File: config.mk
export PLATFORM = sky130hd
export DESIGN_NAME = seq_bit_serializer
export DESIGN_NICKNAME = d
export VERILOG_FILES = /design/src/rtl/seq_pkg.sv /design/src/rtl/seq_bit_serializer.sv
export SDC_FILE = /design/constraint.sdc
export NUM_CORES = 1
export LEC_CHECK = 0
export BUFFER_PORTS_ARGS = -buffer_cell sky130_fd_sc_hd__buf_2
export CORE_MARGIN = 4
export CORE_UTILIZATION = 24
export CTS_CLUSTER_DIAMETER = 50
export DETAILED_ROUTE_END_ITERATION = 12
export GPL_TIMING_DRIVEN = 0
export PLACE_DENSITY = 0.42
export SLEW_MARGIN = 30
export SYNTH_ARGS = -nofsm -noshare
export SYNTH_HDL_FRONTEND = slang
export SYNTH_SLANG_ARGS = --single-unit
File: constraint.sdc
create_clock -name clk -period 2.82 [get_ports clk]
set_clock_uncertainty 0.2 [all_clocks]
set_input_delay 0.282 -clock clk [delete_from_list [all_inputs] [get_ports clk]]
set_output_delay 0.282 -clock clk [all_outputs]
set_load 0.03 [all_outputs]
File: src/rtl/seq_pkg.sv
// Shared definitions for the bit-stream sequence detector slice: state encoding,
// default word width and the detected pattern.
package seq_pkg;

  typedef enum logic [1:0] {
    StIdle  = 2'b00,
    StShift = 2'b01,
    StPar   = 2'b10
  } seq_state_e;

  localparam int unsigned SeqWidthDefault = 8;

  localparam logic [3:0] SeqPattern = 4'b1101;

endpackage

File: src/rtl/seq_bit_serializer.sv
// Parallel-to-serial front end: WIDTH-bit words in over valid/ready, MSB-first bits out.
// Optional even-parity bit after each word when SEQ_SER_PARITY_EN is defined.
module seq_bit_serializer
  import seq_pkg::*;
#(
  parameter int unsigned WIDTH = SeqWidthDefault
) (
  input  logic             clk,
  input  logic             rst,
  input  logic [WIDTH-1:0] data_in,
  input  logic             valid_in,
  output logic             ready_out,
  output logic             dout,
  output logic             bit_valid,
  output logic             busy
);

  localparam int unsigned CntW = $clog2(WIDTH);
  localparam logic [CntW-1:0] CntLoad = CntW'(WIDTH - 1);

  seq_state_e       state_q;
  logic [WIDTH-1:0] shift_q;
  logic [CntW-1:0]  cnt_q;
`ifdef SEQ_SER_PARITY_EN
  logic             par_q;
`endif

  logic accept;
  assign accept = valid_in && ready_out;

  // Ready depends only on registered state so no input reaches an output.
  always_comb begin
    ready_out = 1'b0;
    case (state_q)
      StIdle:  ready_out = 1'b1;
`ifdef SEQ_SER_PARITY_EN
      StShift: ready_out = 1'b0;
      StPar:   ready_out = 1'b1;
`else
      StShift: ready_out = (cnt_q == '0);
`endif
      default: ready_out = 1'b0;
    endcase
  end

  // shift_q holds the bits still to be presented; dout is the bit on the line now.
  always_ff @(posedge clk or posedge rst) begin
    if (rst) begin
      state_q   <= StIdle;
      shift_q   <= '0;
      cnt_q     <= '0;
      dout      <= 1'b0;
      bit_valid <= 1'b0;
      busy      <= 1'b0;
`ifdef SEQ_SER_PARITY_EN
      par_q     <= 1'b0;
`endif
    end else if (accept) begin
      state_q   <= StShift;
      shift_q   <= {data_in[WIDTH-2:0], 1'b0};
      cnt_q     <= CntLoad;
      dout      <= data_in[WIDTH-1];
      bit_valid <= 1'b1;
      busy      <= 1'b1;
`ifdef SEQ_SER_PARITY_EN
      par_q     <= ^data_in;
`endif
    end else begin
      case (state_q)
        StShift: begin
          if (cnt_q == '0) begin
`ifdef SEQ_SER_PARITY_EN
            state_q <= StPar;
            dout    <= par_q;
`else
            state_q   <= StIdle;
            dout      <= 1'b0;
            bit_valid <= 1'b0;
            busy      <= 1'b0;
`endif
          end else begin
            dout    <= shift_q[WIDTH-1];
            shift_q <= {shift_q[WIDTH-2:0], 1'b0};
            cnt_q   <= cnt_q - CntW'(1);
          end
        end
        default: begin
          state_q   <= StIdle;
          dout      <= 1'b0;
          bit_valid <= 1'b0;
          busy      <= 1'b0;
        end
      endcase
    end
  end

endmodule

==> flow_summary.json, run 1 <==
{
  "maxSlewViolCount": 0,
  "multi_input_area_um2": 217.7,
  "root_buffer": "clkbuf_4",
  "yosysSeqAreaShare_pct": 52.86,
  "drc_errors": 0,
  "coreArea_um2": 2233,
  "power_mw": 0.6445,
  "antenna_cells": 0,
  "h-tree-depth": 1,
  "yosysWarnings": 0,
  "area_growth_pct": 24.23,
  "wire_per_inst_um": 10.87,
  "cp-startpoint": "cnt_q[0]",
  "min_from": "data_in[0]",
  "worstSkewPairLatency_ps": 260,
  "ys_seq_elements": 12,
  "post_drt_via_cell_ratio": 4.200,
  "post-cts-setup-buffers": 0,
  "worstSetupPathType": "flop to output port",
  "nNetsFinal": 87,
  "max_stage_delay_ps": 370,
  "setup_viol_count_final": 0,
  "cp_top_family": "buffers and inverters",
  "yosysMostFrequentCell": "dfrtp_1",
  "synth_common_cells": "dfrtp_1, nand2_1, mux2i_1",
  "synth.area.top_cells": "dfrtp_1, mux2i_1, nand2_1",
  "drt_wl_total_um": 1087,
  "cts_buffers": 3,
  "die_x_um": 56.65,
  "die_h_um": 56.65,
  "pin_count": 15,
  "globalRouteOverflowTotal": 0,
  "syn_area_per_cell_um2": 10.52,
  "ir_worst_vdd_mv": 0.3835,
  "synthFlopType": "dfrtp_1",
  "post_dp_cell_area_um2": 673.1,
  "grt_max_degree": 13,
  "io_buffer_count": 14,
  "design_area_um2": 705.7,
  "synthCells": 54,
  "dieArea_um2": 3209,
  "use_met3_pct": 1.379,
  "final-hold-violation-count": 0,
  "fin_cells": 100,
  "worstMarginPinSlew_ps": 495.0,
  "synthArstFlopShare_pct": 100.0,
  "synth_edf_count": 0,
  "synthesis.area_um2": 568.0,
  "grtUsageTotal_pct": 7.323,
  "register_area_um2": 300.3,
  "antenna_found_initial": 0,
  "worstReg2RegStart": "cnt_q[0]",
  "fmax_ghz": 0.4592,
  "cap_violations": 0,
  "cp.arrival_ps": 1700,
  "crit_buf_inv": 4,
  "period_share_pct": 77.22,
  "rsz0062_at_grt": "no",
  "syn_nets": 67,
  "dpl.hpwl_um": 757.8,
  "num_rows": 17,
  "layout-drive-gt1-share_pct": 33.33,
  "hp-class": "input pin to flop",
  "crit_chain": "inv_1 > ha_1 > ha_1 > nor2b_4 > buf_2 > inv_1 > buf_2",
  "ant_nets": 0,
  "hold_ws_ps": 63.68,
  "gr-usage-met2_pct": 11.55,
  "clock-sinks": 12,
  "yosysTopAreaCellShare_pct": 52.86,
  "path_max_fanout": 10,
  "status": "finished, final reports clean",
  "slew_headroom_pct": 66.96,
  "clkTransAtPathRegs_ps": 70,
  "synth_cell_types": 16,
  "setup_ws_ps": 642.5,
  "initial_utilization_pct": 25.43,
  "fill_cells": 245,
  "yosys.area.top_type": "dfrtp_1",
  "required_ps": 2340,
  "grt_pass1_vias": 455,
  "cp-start-kind": "flop",
  "cts_tree": "built",
  "end_kind": "output port",
  "busiest_layer": "met2",
  "min_period_ps": 2178,
  "cts_hold_buf": 1,
  "grt_pass1_wl_um": 1869,
  "vias": 420,
  "first_pass_iters": 4,
  "setup_tns_ps": 0,
  "drtIter0Drc": 3,
  "dpl_worst_slack_ps": 913.5,
  "power.density_nw_per_um2": 913.4,
  "slowest_stage": "dfrtp_1",
  "fin_util_pct": 31.60,
  "grtUsageMet1_pct": 9.283,
  "placed_cells": 96,
  "gp_congestion": 0.6542,
  "cts.repair.resized": 0,
  "clockBufferDepth": 2,
  "leakagePower_nw": 0.3734
}
path summary, 6_finish.rpt:
kind / to / slack (ps) / cells after the start
worst min register to register: cnt_q[0] / 280 / 1
worst min-delay path: shift_q[1] / 60 / 3
max in group asynchronous: cnt_q[1] / 1710 / 3
worst max-delay path: ready_out / 640 / 7
min in group asynchronous: shift_q[4] / 380 / 3
worst max register to register: shift_q[3] / 1180 / 7
cell type report:
type / count / share of cell area [%]
clock buffers: 3 / 3.191
plain buffers: 4 / 4.433
flip-flops and latches: 12 / 42.55
well taps: 28 / 4.965
inverters: 5 / 2.660
multi-input cells: 33 / 30.85
repair buffers: 15 / 11.35
per-layer routing:
layer	vias up	part of all wire, %
met1	195	49
met2	9	46
met3	0	4.7
met5	-	0
li1	216	-
met4	0	0
cell families (layout without fill, tap and decap cells):
kind of cell	count (synthesis)	count (layout)	share of synthesized area, %
DFF	12	12	52.86
adders and majority gates	2	2	4.405
AOI/OAI and AO/OA	10	10	9.469
muxes	7	7	12.34
and+or+nand+nor	14	14	12.11
buffers and inverters	9	27	8.809
flip-flops by register name (all words and copies together), names as in the netlist:
register / count
shift_q: 7
cnt_q: 3
busy: 1
dout: 1
tightest hold or removal path, delay by kind of cell:
family / cells / cell delay (ps)
buffers and inverters: 1 / 80
muxes: 1 / 60
and+or+nand+nor: 1 / 70
cells in the final DEF, fill, tap and decap left out, types with 3 or more instances in the layout:
master    Yosys  final
clkbuf_4      0      3
nor3_1        3      3
mux2i_1       7      7
a21oi_1       3      3
inv_1         5      5
dfrtp_1      12     12
nand2_1       8      8
o21ai_1       3      3
o21ai_0       3      3
buf_2         1     15
power breakdown:
part	switching (mW)	internal [mW]	total, mW
logic	0.163	0.109	0.271
clock network	0.0510	0.0493	0.100
registers	0.0330	0.240	0.273
(Power assumes the default switching activity.)
==> run 2, diff against run 1 <==
- PLACE_DENSITY: 0.42 -> 0.43
- clock period: 2.82 -> 1.9 ns (I/O delays scaled with it)
==> run 2 against run 1 <==
Net effect:
- largest power group is now combinational cells
- wire length grew 12%
- clock power is 110% higher
- sequential share of layout area fell by 5.9 points
- critical endpoint unchanged
- cell count is 9.0% higher
- sequential power up 47%
- power grew 76%
- highest routed layer is now met4
==> flow_summary.json, run 2 (same netlist as run 1, synthesis figures left out) <==
{
  "end_kind": "output port",
  "ir_worst_vdd_mv": 0.7503,
  "setup_tns_ps": 0,
  "globalRouteOverflowTotal": 0,
  "hold_ws_ps": 4.438,
  "pin_count": 15,
  "cap_violations": 0,
  "num_rows": 17,
  "grt_pass1_wl_um": 2166,
  "drc_errors": 0,
  "antenna_found_initial": 0,
  "final-hold-violation-count": 0,
  "die_x_um": 56.65,
  "r2r_cells": 8,
  "worstSkewPairLatency_ps": 280,
  "fmax_ghz": 0.5515,
  "largest_register": "shift_q",
  "die_h_um": 56.65,
  "power.density_nw_per_um2": 1385,
  "post_drt_via_cell_ratio": 4.275,
  "h-tree-depth": 1,
  "setup_ws_ps": 86.69,
  "clockBufferDepth": 2,
  "worstReg2RegStart": "cnt_q[0]",
  "largest_register_ffs": 7,
  "reg_top3": "shift_q x7, cnt_q x3",
  "wire_per_inst_um": 11.13,
  "drt_wl_total_um": 1213,
  "cts_tree": "built",
  "fill_cells": 240,
  "status": "finished, final reports clean",
  "nNetsFinal": 95,
  "ant_nets": 0,
  "vias": 466,
  "hold_depth": 3,
  "setup_viol_count_final": 0,
  "drtIter0Drc": 4,
  "gp_congestion": 0.6918,
  "clkTransAtPathRegs_ps": 80,
  "min_from": "data_in[2]",
  "rsz0062_at_grt": "no",
  "cp-startpoint": "cnt_q[1]",
  "hp-class": "input pin to flop",
  "mostFrequentLayoutCells": "buf_2, dfrtp_1, nand2_1, mux2i_1, dlygate4sd3_1",
  "slew_headroom_pct": 67.86,
  "coreArea_um2": 2233,
  "cts_buffers": 3,
  "dpl.hpwl_um": 753.1,
  "layout-drive-gt1-share_pct": 37.04,
  "clock-sinks": 12,
  "area_growth_pct": 44.27,
  "antenna_cells": 0,
  "cp.arrival_ps": 1420,
  "io_buffer_count": 14,
  "leakagePower_nw": 0.4165,
  "final_common_cell": "buf_2",
  "worstSetupPathType": "flop to output port",
  "crit_path_end": "ready_out",
  "min_period_ps": 1813,
  "power_mw": 1.135,
  "r2r_end": "cnt_q[1]",
  "grt_max_degree": 13,
  "dpl_worst_slack_ps": 90.44,
  "grtUsageTotal_pct": 8.793,
  "grt_pass1_vias": 469,
  "maxSlewViolCount": 0,
  "period_share_pct": 95.44,
  "cp-start-kind": "flop",
  "root_buffer": "clkbuf_4",
  "dieArea_um2": 3209,
  "first_pass_iters": 2,
  "rrSetupSlack_ps": 280,
  "path_max_fanout": 2,
  "worstMarginPinSlew_ps": 481.6,
  "initial_utilization_pct": 25.43,
  "required_ps": 1510
}
==> run 2: cell count changes in the layout (fill, tap and decap cells not counted), sizes merged <==
cell and change:
dlygate4sd3 +5, clkbuf +1, buf +3
==> run 2: layout make-up <==
type | instances | area [µm²] | share of cell area (%)
tap | 28 | 35.03 | 4.275
timing repair buffer | 23 | 158.9 | 19.39
multi-input combinational | 33 | 232.7 | 28.40
inverter | 5 | 18.77 | 2.290
sequential | 12 | 300.3 | 36.64
buffer | 4 | 37.54 | 4.580
clock buffer | 4 | 36.28 | 4.427
==> run 2: routing by layer <==
| layer | share of wire (%) | wire (µm) | global-route usage [%] |
|---|---|---|---|
| met3 | 8.1 | 98 | 5.057 |
| met5 | 0 | 0 | 0 |
| met1 | 46 | 562 | 11.38 |
| met2 | 45 | 540 | 12.54 |
| met4 | 0.91 | 11 | 2.034 |
==> run 2: worst min-delay path by stage <==
stage	to	slack [ps]
finish	shift_q[3]	4
global route	shift_q[3]	30
global placement	shift_q[3]	40
CTS	shift_q[3]	5
detailed placement	shift_q[3]	40
floorplan	busy	-150
==> run 2: per-stage QoR <==
| stage | util (%) | instances | cell area [µm²] |
|---|---|---|---|
| after global placement | 30.14 | 96 | 673.1 |
| after floorplan | - | 54 | 568.0 |
| after detailed placement | 30.14 | 96 | 673.1 |
| after global routing | 36.69 | 109 | 819.5 |
| after CTS | 35.74 | 109 | 798.3 |
| final | 36.69 | 109 | 819.5 |
==> run 2: report_power, final <==
| part | internal [mW] | total, mW | leakage [nW] | switching [mW] |
|---|---|---|---|---|
| Sequential | 0.356 | 0.402 | 0.150 | 0.0463 |
| Clock | 0.117 | 0.206 | 0.0210 | 0.0895 |
| Combinational | 0.248 | 0.527 | 0.245 | 0.279 |
==> run 2: worst max-delay path, stage by stage (launching register included) <==
cell and delay, ps:
dfrtp_1 350, inv_1 50, ha_2 190, ha_4 160
nor2b_4 110, buf_6 110, inv_1 40, buf_6 130
==> run 2: repair_timing <==
item / CTS / global route
hold endpoints to repair: 17 / 0
buffers inserted: 3 / 0
hold buffers: 6 / 0
pin swaps: 0 / 2
resized for setup: 2 / 6
setup endpoints to repair: 1 / 1
==> run 3, diff against run 2 <==
- GPL_TIMING_DRIVEN: 0 -> default
==> run 3 against run 2 <==
Net effect:
- combinational power is 18% lower
- design area down 8.7%
- non-clock buffer count decreased by 5
- maximum frequency down 0.19%
- clock power fell by 2%
- register-to-register slack worse by 110 ps
- largest cell class unchanged
- worst setup slack lost 3.5 ps
- highest routed layer unchanged
- flip-flop and latch count is the same
==> flow_summary.json, run 3 (same netlist as run 1, synthesis figures left out) <==
{
  "status": "finished, final reports clean",
  "power_frac_clock_pct": 19.4,
  "area_growth_pct": 31.72,
  "pin_count": 15,
  "power_mw": 1.036,
  "largest_register_ffs": 7,
  "path_max_fanout": 3,
  "fin_cells": 104,
  "drt_wl_total_um": 1077,
  "globalRouteOverflowTotal": 0,
  "antenna_found_initial": 0,
  "ant_nets": 0,
  "switchingPower_mw": 0.3748,
  "vias": 425,
  "die_h_um": 56.65,
  "min_from": "data_in[1]",
  "initial_utilization_pct": 25.43,
  "rsz0062_at_grt": "no",
  "cp-startpoint": "cnt_q[0]",
  "period_share_pct": 95.62,
  "clkTransAtPathRegs_ps": 80,
  "first_pass_iters": 3,
  "hp-class": "input pin to flop",
  "drc_errors": 0,
  "min_period_ps": 1817,
  "layout-drive-gt1-share_pct": 32.89,
  "power_frac_seq_pct": 38.9,
  "slew_headroom_pct": 67.26,
  "worstMarginPinSlew_ps": 490.6,
  "cp.arrival_ps": 1430,
  "root_buffer": "clkbuf_4",
  "antenna_cells": 0,
  "reg_top3": "shift_q x7, cnt_q x3",
  "wire_per_inst_um": 10.36,
  "cp-start-kind": "flop",
  "post_dp_cell_area_um2": 656.9,
  "worstReg2RegStart": "cnt_q[0]",
  "worstSetupPathType": "flop to output port",
  "die_x_um": 56.65,
  "post_drt_via_cell_ratio": 4.087,
  "num_rows": 17,
  "cts_buffers": 3,
  "setup_viol_count_final": 0,
  "largest_register": "shift_q",
  "gp_congestion": 0.6777,
  "end_kind": "output port",
  "placed_cells": 94,
  "io_buffer_count": 14,
  "coreArea_um2": 2233,
  "dpl.hpwl_um": 757.6,
  "power.density_nw_per_um2": 1385,
  "cap_violations": 0,
  "dieArea_um2": 3209,
  "clockBufferDepth": 2,
  "maxSlewViolCount": 0,
  "switching_share_pct": 36.18,
  "combPwrFrac_pct": 41.8,
  "mostFrequentLayoutCells": "buf_2, dfrtp_1, nand2_1, mux2i_1, inv_1",
  "grt_pass1_wl_um": 1966,
  "h-tree-depth": 1,
  "final-hold-violation-count": 0,
  "grtUsageTotal_pct": 8.032,
  "drtIter0Drc": 1,
  "nNetsFinal": 90,
  "leakagePower_nw": 0.3935,
  "design_area_um2": 748.2,
  "final_common_cell": "buf_2",
  "grt_pass1_vias": 441,
  "ir_worst_vdd_mv": 0.9032,
  "worstSkewPairLatency_ps": 270,
  "fmax_ghz": 0.5504,
  "cts.repair.resized": 0,
  "p_int_mw": 0.6612,
  "required_ps": 1510,
  "clock-sinks": 12,
  "cts_tree": "built",
  "grt_max_degree": 13,
  "setup_tns_ps": 0
}
run 3: routing by layer:
metal / wire length (µm) / track usage (%) / part of all wire, % / vias to the layer above
met1: 554 / 10.67 / 51 / 190
li1: - / - / - / 220
met3: 80 / 4.368 / 7.4 / 2
met4: 12 / 3.051 / 1.1 / 0
met5: 0 / 0 / 0 / -
met2: 430 / 10.73 / 40 / 13
run 3: worst max-delay path: stages (launching register included):
cell and delay (ps):
dfrtp_1 370, inv_1 50, ha_1 190, ha_1 200
nor2b_4 130, inv_1 50, buf_2 170
run 3: final timing paths:
path                                   end  slack, ps  cells past startpoint
worst max-delay path             ready_out         80                      6
worst min-delay path            shift_q[2]          4                      3
worst max register to register        busy        170                      7
worst min register to register        dout        290                      2
max in group asynchronous             dout        890                      3
min in group asynchronous       shift_q[4]        270                      3
run 3: cell type report:
cell class	count	area, µm²
fillers	244	1485
inverters	5	18.77
repair buffers	22	140.1
multi-input cells	33	217.7
flip-flops and latches	12	300.3
clock buffers	4	36.28
well taps	28	35.03
run 3: what timing repair did:
| item | in CTS | in global routing |
|---|---|---|
| hold endpoints to repair | 15 | 0 |
| gates cloned | 0 | 0 |
| buffers inserted | 1 | 1 |
| setup endpoints to repair | 1 | 1 |
| hold buffers | 4 | 0 |
run 3: power by group through the flow:
| stage | Combinational [mW] | Clock (mW) | Sequential, mW |
|---|---|---|---|
| 2_1_floorplan | 0.289 | 0 | 0.425 |
| 3_3_place_gp | 0.398 | 0 | 0.412 |
| 3_5_place_dp | 0.400 | 0 | 0.409 |
| 4_1_cts | 0.425 | 0.213 | 0.404 |
| 5_1_grt | 0.493 | 0.223 | 0.418 |
| 6_report | 0.433 | 0.201 | 0.403 |
run 3: stage by stage:
step                util [%]  hold slack (ps)  setup slack, ps
detailed placement     29.41            33.44            239.2
CTS                    33.17            1.430            63.67
finish                 33.50            4.482            83.15
global route           33.50            28.09            6.647
global placement       29.41            33.49            265.9
floorplan                  -           -145.3            272.8
